==> config.mk <==
export PLATFORM = sky130hd
export DESIGN_NAME = ro_trng_sampler
export DESIGN_NICKNAME = d
export VERILOG_FILES = /design/src/rtl/ro_trng_sampler.sv
export SDC_FILE = /design/constraint.sdc
export NUM_CORES = 1
export LEC_CHECK = 0
export BUFFER_PORTS_ARGS = -buffer_cell sky130_fd_sc_hd__clkbuf_2
export CORE_ASPECT_RATIO = 1.25
export CORE_MARGIN = 2
export CORE_UTILIZATION = 60
export DETAILED_ROUTE_END_ITERATION = 6
export PLACE_DENSITY = 0.79
export SYNTH_ARGS = -nofsm -noshare
export SYNTH_HDL_FRONTEND = slang
export SYNTH_SLANG_ARGS = --single-unit
==> constraint.sdc <==
create_clock -name clk -period 3.3 [get_ports clk]
set_input_delay 0.99 -clock clk [delete_from_list [all_inputs] [get_ports clk]]
set_output_delay 0.99 -clock clk [all_outputs]
set_load 0.005 [all_outputs]
==> src/rtl/ro_trng_sampler.sv <==
// Ring-oscillator TRNG sampler: synchronises a fast/slow oscillator pair, samples
// the fast one on each slow rising edge, optionally von Neumann debiases the raw
// stream, packs bits into words and runs a repetition-count health test.
module ro_trng_sampler #(
  parameter int unsigned OUT_W     = 8,
  parameter int unsigned DEBIAS    = 1,
  parameter int unsigned RCT_LIMIT = 32
) (
  input  logic             clk,
  input  logic             rst_n,
  input  logic             en,
  input  logic             osc_a,
  input  logic             osc_b,
  output logic [OUT_W-1:0] data_out,
  output logic             data_valid,
  input  logic             data_ready,
  input  logic             clr_flags,
  output logic             overrun,
  output logic             health_fail
);

  localparam int unsigned     CntW      = (OUT_W > 1) ? $clog2(OUT_W) : 1;
  localparam logic [CntW-1:0] CntLast   = CntW'(OUT_W - 1);
  localparam logic [7:0]      RctLim    = 8'(RCT_LIMIT);
  localparam bit              UseDebias = (DEBIAS != 0);

  typedef enum logic {StWaitFirst, StHaveFirst} pair_st_e;

  logic             a_meta_q, a_meta_d, a_s_q, a_s_d;
  logic             b_meta_q, b_meta_d, b_s_q, b_s_d, b_d_q, b_d_d;
  pair_st_e         state_q, state_d;
  logic             first_q, first_d;
  logic [OUT_W-1:0] shift_q, shift_d;
  logic [CntW-1:0]  cnt_q, cnt_d;
  logic [7:0]       run_q, run_d;
  logic             last_q, last_d;
  logic [OUT_W-1:0] dout_q, dout_d;
  logic             valid_q, valid_d;
  logic             ovr_q, ovr_d;
  logic             hf_q, hf_d;

  logic             strobe, raw, acc, acc_bit, complete;
  logic [OUT_W-1:0] word;

  assign strobe = b_s_q & ~b_d_q;
  assign raw    = a_s_q;

  // Next-state: synchronisers, pair FSM, word assembly, handshake, health test.
  always_comb begin
    a_meta_d = osc_a;
    a_s_d    = a_meta_q;
    b_meta_d = osc_b;
    b_s_d    = b_meta_q;
    b_d_d    = b_s_q;
    state_d  = state_q;
    first_d  = first_q;
    shift_d  = shift_q;
    cnt_d    = cnt_q;
    run_d    = run_q;
    last_d   = last_q;
    dout_d   = dout_q;
    valid_d  = valid_q;
    ovr_d    = ovr_q & ~clr_flags;
    hf_d     = hf_q & ~clr_flags;
    acc      = 1'b0;
    acc_bit  = 1'b0;
    complete = 1'b0;
    word     = shift_q;

    if (!en) begin
      // Disabling abandons any partial pair/word and restarts the run count.
      state_d = StWaitFirst;
      shift_d = '0;
      cnt_d   = '0;
      run_d   = '0;
    end else if (strobe) begin
      // Health test sees raw bits before debiasing.
      if (run_q == 8'd0 || raw != last_q) begin
        run_d = 8'd1;
      end else if (run_q < RctLim) begin
        run_d = run_q + 8'd1;
      end
      last_d = raw;
      if (run_d == RctLim) begin
        hf_d = 1'b1;
      end

      if (UseDebias) begin
        if (state_q == StWaitFirst) begin
          first_d = raw;
          state_d = StHaveFirst;
        end else begin
          state_d = StWaitFirst;
          // 01 -> 0, 10 -> 1: the accepted bit equals the first of the pair.
          if (first_q != raw) begin
            acc     = 1'b1;
            acc_bit = first_q;
          end
        end
      end else begin
        acc     = 1'b1;
        acc_bit = raw;
      end
    end

    if (acc) begin
      word    = {shift_q[OUT_W-2:0], acc_bit};
      shift_d = word;
      if (cnt_q == CntLast) begin
        complete = 1'b1;
        cnt_d    = '0;
      end else begin
        cnt_d = cnt_q + 1'b1;
      end
    end

    if (complete && (!valid_q || data_ready)) begin
      dout_d  = word;
      valid_d = 1'b1;
    end else if (complete) begin
      ovr_d = 1'b1;
    end else if (valid_q && data_ready) begin
      valid_d = 1'b0;
    end
  end

  // State register with synchronous active-low reset.
  always_ff @(posedge clk) begin
    if (!rst_n) begin
      a_meta_q <= 1'b0;
      a_s_q    <= 1'b0;
      b_meta_q <= 1'b0;
      b_s_q    <= 1'b0;
      b_d_q    <= 1'b0;
      state_q  <= StWaitFirst;
      first_q  <= 1'b0;
      shift_q  <= '0;
      cnt_q    <= '0;
      run_q    <= '0;
      last_q   <= 1'b0;
      dout_q   <= '0;
      valid_q  <= 1'b0;
      ovr_q    <= 1'b0;
      hf_q     <= 1'b0;
    end else begin
      a_meta_q <= a_meta_d;
      a_s_q    <= a_s_d;
      b_meta_q <= b_meta_d;
      b_s_q    <= b_s_d;
      b_d_q    <= b_d_d;
      state_q  <= state_d;
      first_q  <= first_d;
      shift_q  <= shift_d;
      cnt_q    <= cnt_d;
      run_q    <= run_d;
      last_q   <= last_d;
      dout_q   <= dout_d;
      valid_q  <= valid_d;
      ovr_q    <= ovr_d;
      hf_q     <= hf_d;
    end
  end

  assign data_out    = dout_q;
  assign data_valid  = valid_q;
  assign overrun     = ovr_q;
  assign health_fail = hf_q;

endmodule

* Word level (Yosys, flattened, before mapping) *
Cells that the tools add are included.

word-level totals
  register bits after elaboration = 38
  latch bits = 0
  RAM bits = 0
  memory bits (read-only) = 0
  bits of input ports = 7
  logic and storage cells = 70
  memories kept = 0

cells by class
  add/subtract/negate cells = 2
  multiply operators = 0
  divide/modulo/power cells = 0
  $lt $le $gt $ge = 1
  eq/ne operators = 6
  shift operators = 0
  multiplexer cells = 29
  bitwise gates (word level) = 6
  reduce and logical (&&, ||, !) cells = 11

operators by type and width
  kind                 count
  $mux 8               7
  $mux 1               19
  $mux 3               3
  $add 8x1->8 const B  1
  $eq 8x6->1 const B   1
  $logic_not 8->1      1
  $lt 8x6->1 const B   1
  $reduce_and 2->1     3
  $ne 2x1->1 const B   2
  $add 3x1->3 const B  1
  $and 1x1->1          3
  $eq 3x3->1 const B   1
  $not 1->1            3
  $reduce_and 3->1     1
  $logic_and 1x1->1    2
  $logic_or 1x1->1     2
  $ne 1x1->1           2
  $reduce_bool 2->1    1
  $logic_not 1->1      1

* Depth between registers and ports, before layout *
  depth after elaboration = 9
  mapped depth = 7
  mapped depth without buffers = 6

* Least setup slack after synthesis *
OpenSTA, ideal clock, no wires.

  path kind = input to register
  start point = input port en
  end point = register dout_q[0] (netlist: data_out[0])
  setup time = 0.116 ns
  arrival = 1.995 ns
  data required time = 3.184 ns
  path slack = 1.189 ns
  stages on the path = 5
  path through = nand3b_1 -> or4b_1 -> buf_2 -> mux2i_1 -> nor2b_1

between the ends
  longest elaborated chain between the ends = 3

RTL lines
  what                  line  source
  start, declared       11    input logic en,
  $mux 1                70    if (!en) begin
  $mux 1                106   if (acc) begin
  $logic_and 1x1->1     117   if (complete && (!valid_q || data_ready)) begin
  end signal, assigned  157   dout_q <= dout_d;
  end, declared         37    logic [OUT_W-1:0] dout_q, dout_d;

Several ways; a longest one is shown, not always the timed one.
A chain may end at the register's enable or synchronous reset.

* Worst setup path in the final report *
  start point = register a_s_q
  end point = register dout_q[1] (netlist: data_out[1])

between the ends
  longest elaborated chain between the ends = 7

RTL lines
  what                    line  source
  start, declared         29    logic a_meta_q, a_meta_d, a_s_q, a_s_d;
  start signal, assigned  147   a_s_q <= a_s_d;
  $ne 1x1->1 *            95    if (first_q != raw) begin
  $mux 1 *                95
  $mux 1 *                89    if (state_q == StWaitFirst) begin
  $mux 1 *                76    end else if (strobe) begin
  $mux 1 *                70
  $mux 1                  106
  $logic_and 1x1->1       117

Mark *: on every way between the ends. The rest lies on a longest branch, timed or not.

==> impl_results.md <==
* Worst hold path class: flip-flop to flip-flop
* Clock root buffer: clkbuf_4
* Final setup fails at 0
* Critical Path RT at 3550 ps
* Post-synth net total at 181
* Met2 wire length at 1494 microns
* Clk pwr share at 41.0%
* Clock slew at reported path FFs at 130 ps
* Syn Area/Cell at 9.676 sq um
* DR pass1 iterations at 4
* MaxCap Viol Count at 0
* Status: finished clean
* Reg2reg end: data_out[1]
* Total vias in the final route at 1,249
* Max Slew Vio Count at 0
* Die area at 0.003162 sq mm
* Sink Count at 37
* Vias/cell at 5.677
* Post-Synth Simple-Gate Area at 23.34%
* CP Class: flip-flop to flip-flop
* Mux cell area share after synthesis at 4.897%
* Antenna cells at 0
* Gate Count Post-Synth at 169
* Endpoint, Worst Hold: a_s_q
* Remaining routing DRC violations at 0
* Final period util at 66.21%
* Seq/Total Area, Yosys at 45.29%
* Hold wc startpoint: a_meta_q
* GRT overflow at 0
* Post_cts resized at 0
* Ys async rst share at 0%
* Switching Fraction at 21.24%
* WHS at 449.6 ps
* Hold path depth at 1
* Synth top area cells: dfxtp_1 (45%), nor2b_1 (7.3%), mux2i_1 (4.9%), a22oi_1 (4.1%), ha_1 (3.8%)
* Clock skew at 15.50 ps
* Core Box Area at 0.002628 sq mm
* Comb pwr share at 3.6%
* Final Util at 69.24%
* Worst r2r src: a_s_q
* Sequential power share at 55.4%
* Dpl hpwl at 2150 microns
* R2R cell count at 6
* Largest family of logic cells by synthesized area: simple AND/OR/NAND/NOR gates
* Row count at 21
* Initial antenna violation count at 0
* R2r setup slk at 1120 ps
* Hold Buf Count CTS at 0
* Height of the die at 62.37 microns
* Actual slew at the worst max-slew pin at 802.7 ps
* Gpl congestion at 0.8440
* Max transition margin at 46.08%
* Most common cell after layout, fill and taps aside: dfxtp_1
* Worst skew pair latency at 350 ps
* Psw at 173.4 uW
* Cell Pwr Density at 448.8 mW/mm^2
* First-pass GRT wire length at 5347 microns
* F_max at 457.7 MHz
* Leakage at 0.0007224 uW
* Mapped cell area at 0.001635 sq mm
* CP Max Fanout at 8
* Yosys warnings at 0
* Tmin final at 2185 ps
* CTS H-tree depth at 2
* Fill count at 214
* Initial Util at 62.24%
* Post-synth EDFFs at 0
* Synth Area in Adders at 3.826%
* Synth Area in Compound Gates at 17.37%
* CTS tree: done
* Seq cells post-synth at 37
* Io pins at 18
* Max layer used: met4
* CTS max path bufs at 2
* DRT iter0 DRCs at 30
* Wire length on met3 at 103 microns
* Final hold vios at 0
* Vias in the first global route at 1,241
* Area fraction of the dominant cell type after synthesis at 45.29%
* Nets@finish at 197
* CTS buffer count at 5
* CP startpoint kind: flip-flop
* VDD IR-drop max at 0.0005175 V
* Met1 WL at 1298 microns
* Fraction of layout cells with a size suffix above 1 at 15.59%
* Mean routed wirelength per cell at 13.51 microns
* Worst path arrival time at 2440 ps
* Predominant post-synthesis flop cell: dfxtp_1
* Die X-Extent at 50.70 microns
* GR Util All Layers at 21.77%
* Post-CTS Setup Bufs at 0
* Largest net degree at the start of global routing at 30
* Post-synth cell types at 39
* Most frequent cells in the layout: dfxtp_1 (37), nor2b_1 (19), clkbuf_2 (17)
* Crit. End Element: flip-flop
* P_int at 643.0 uW
* RSZ-0062 raised after global routing: false
* Area grow syn2layout at 11.25%
* Post-Synth XOR/XNOR Area at 2.142%
* Total negative setup slack at 0 ps
* Total Wirelength at 2973 microns
* Post-synth top area cell: dfxtp_1
* I/O Buffers at 17
* Post-route ant nets at 0
[cells in the mapped netlist (all sizes together), types with 4 or more instances]
library cell / count
nand2: 5
a21boi: 4
inv: 5
ha: 5
and2: 7
mux2i: 8
nor2b: 19
a21oi: 11
nand2b: 4
clkbuf: 6
o21ai: 5
dfxtp: 37
a22oi: 9
nor2: 6
[through the flow]
step / total power (uW) / std cells / setup WS (ps) / area, sq um
2_1_floorplan: 484.0 / 169 / 1189 / 1635
3_3_place_gp: 491.0 / 212 / 888.6 / 1730
3_5_place_dp: 492.0 / 212 / 807.6 / 1730
4_1_cts: 820.6 / 220 / 1088 / 1819
5_1_grt: 843.7 / 220 / 944.7 / 1819
6_report: 816.4 / 220 / 1115 / 1819
[power groups by stage]
stage	Combinational, uW	Sequential, uW	Clock (uW)
CTS	29.7	452	339
finish	29.5	452	335
global placement	28.7	462	0
floorplan	22.3	462	0
detailed placement	29.5	462	0
global route	33.5	453	357
[worst max-delay path by stage]
| stage | startpoint | endpoint | slack (ps) | cells past startpoint |
|---|---|---|---|---|
| floorplan | en | data_out[0] | 1190 | 5 |
| CTS | a_s_q | data_out[1] | 1090 | 6 |
| global placement | en | data_out[7] | 890 | 5 |
| detailed placement | en | data_out[1] | 810 | 5 |
| global route | a_s_q | data_out[7] | 940 | 6 |
| finish | a_s_q | data_out[1] | 1120 | 6 |
[state kept, by name, indices dropped and copies added, names as in the netlist, 3 cells and up]
register / flops
data_out: 8
shift_q: 7
cnt_q: 3
run_q: 8
[critical path: stages, from the launching register on]
cell and delay (ps):
dfxtp_1 420, inv_1 100, ha_1 290, nand2b_1 190, or4b_1 760, mux2i_1 260, nor2b_1 80
[cell type report]
cell class	instances	area, sq um	share of cell area (%)
clock buffer	6	51.30	2.820
clock inverter	2	37.54	2.063
inverter	5	18.77	1.032
multi-input combinational	119	843.3	46.36
sequential	37	740.7	40.72
tap	34	42.54	2.338
timing repair buffer	17	85.08	4.677
[routing by layer]
layer | GRT usage [%] | vias up
li1 | - | 631
met1 | 25.43 | 576
met2 | 36.51 | 29
met3 | 6.459 | 13
met4 | 9.122 | 0
met5 | 0 | -
[logic make-up (layout without fill, tap and decap cells)]
family                   after synthesis  count (layout)
multiplexers                           8               8
flip-flops                            37              37
buffers and inverters                 13              30
AND/OR/NAND/NOR                       63              63
adder cells (fa/ha/maj)                5               5
AO/OA/AOI/OAI                         39              39
XOR/XNOR                               4               4
Power figures use the tool's default switching activity.
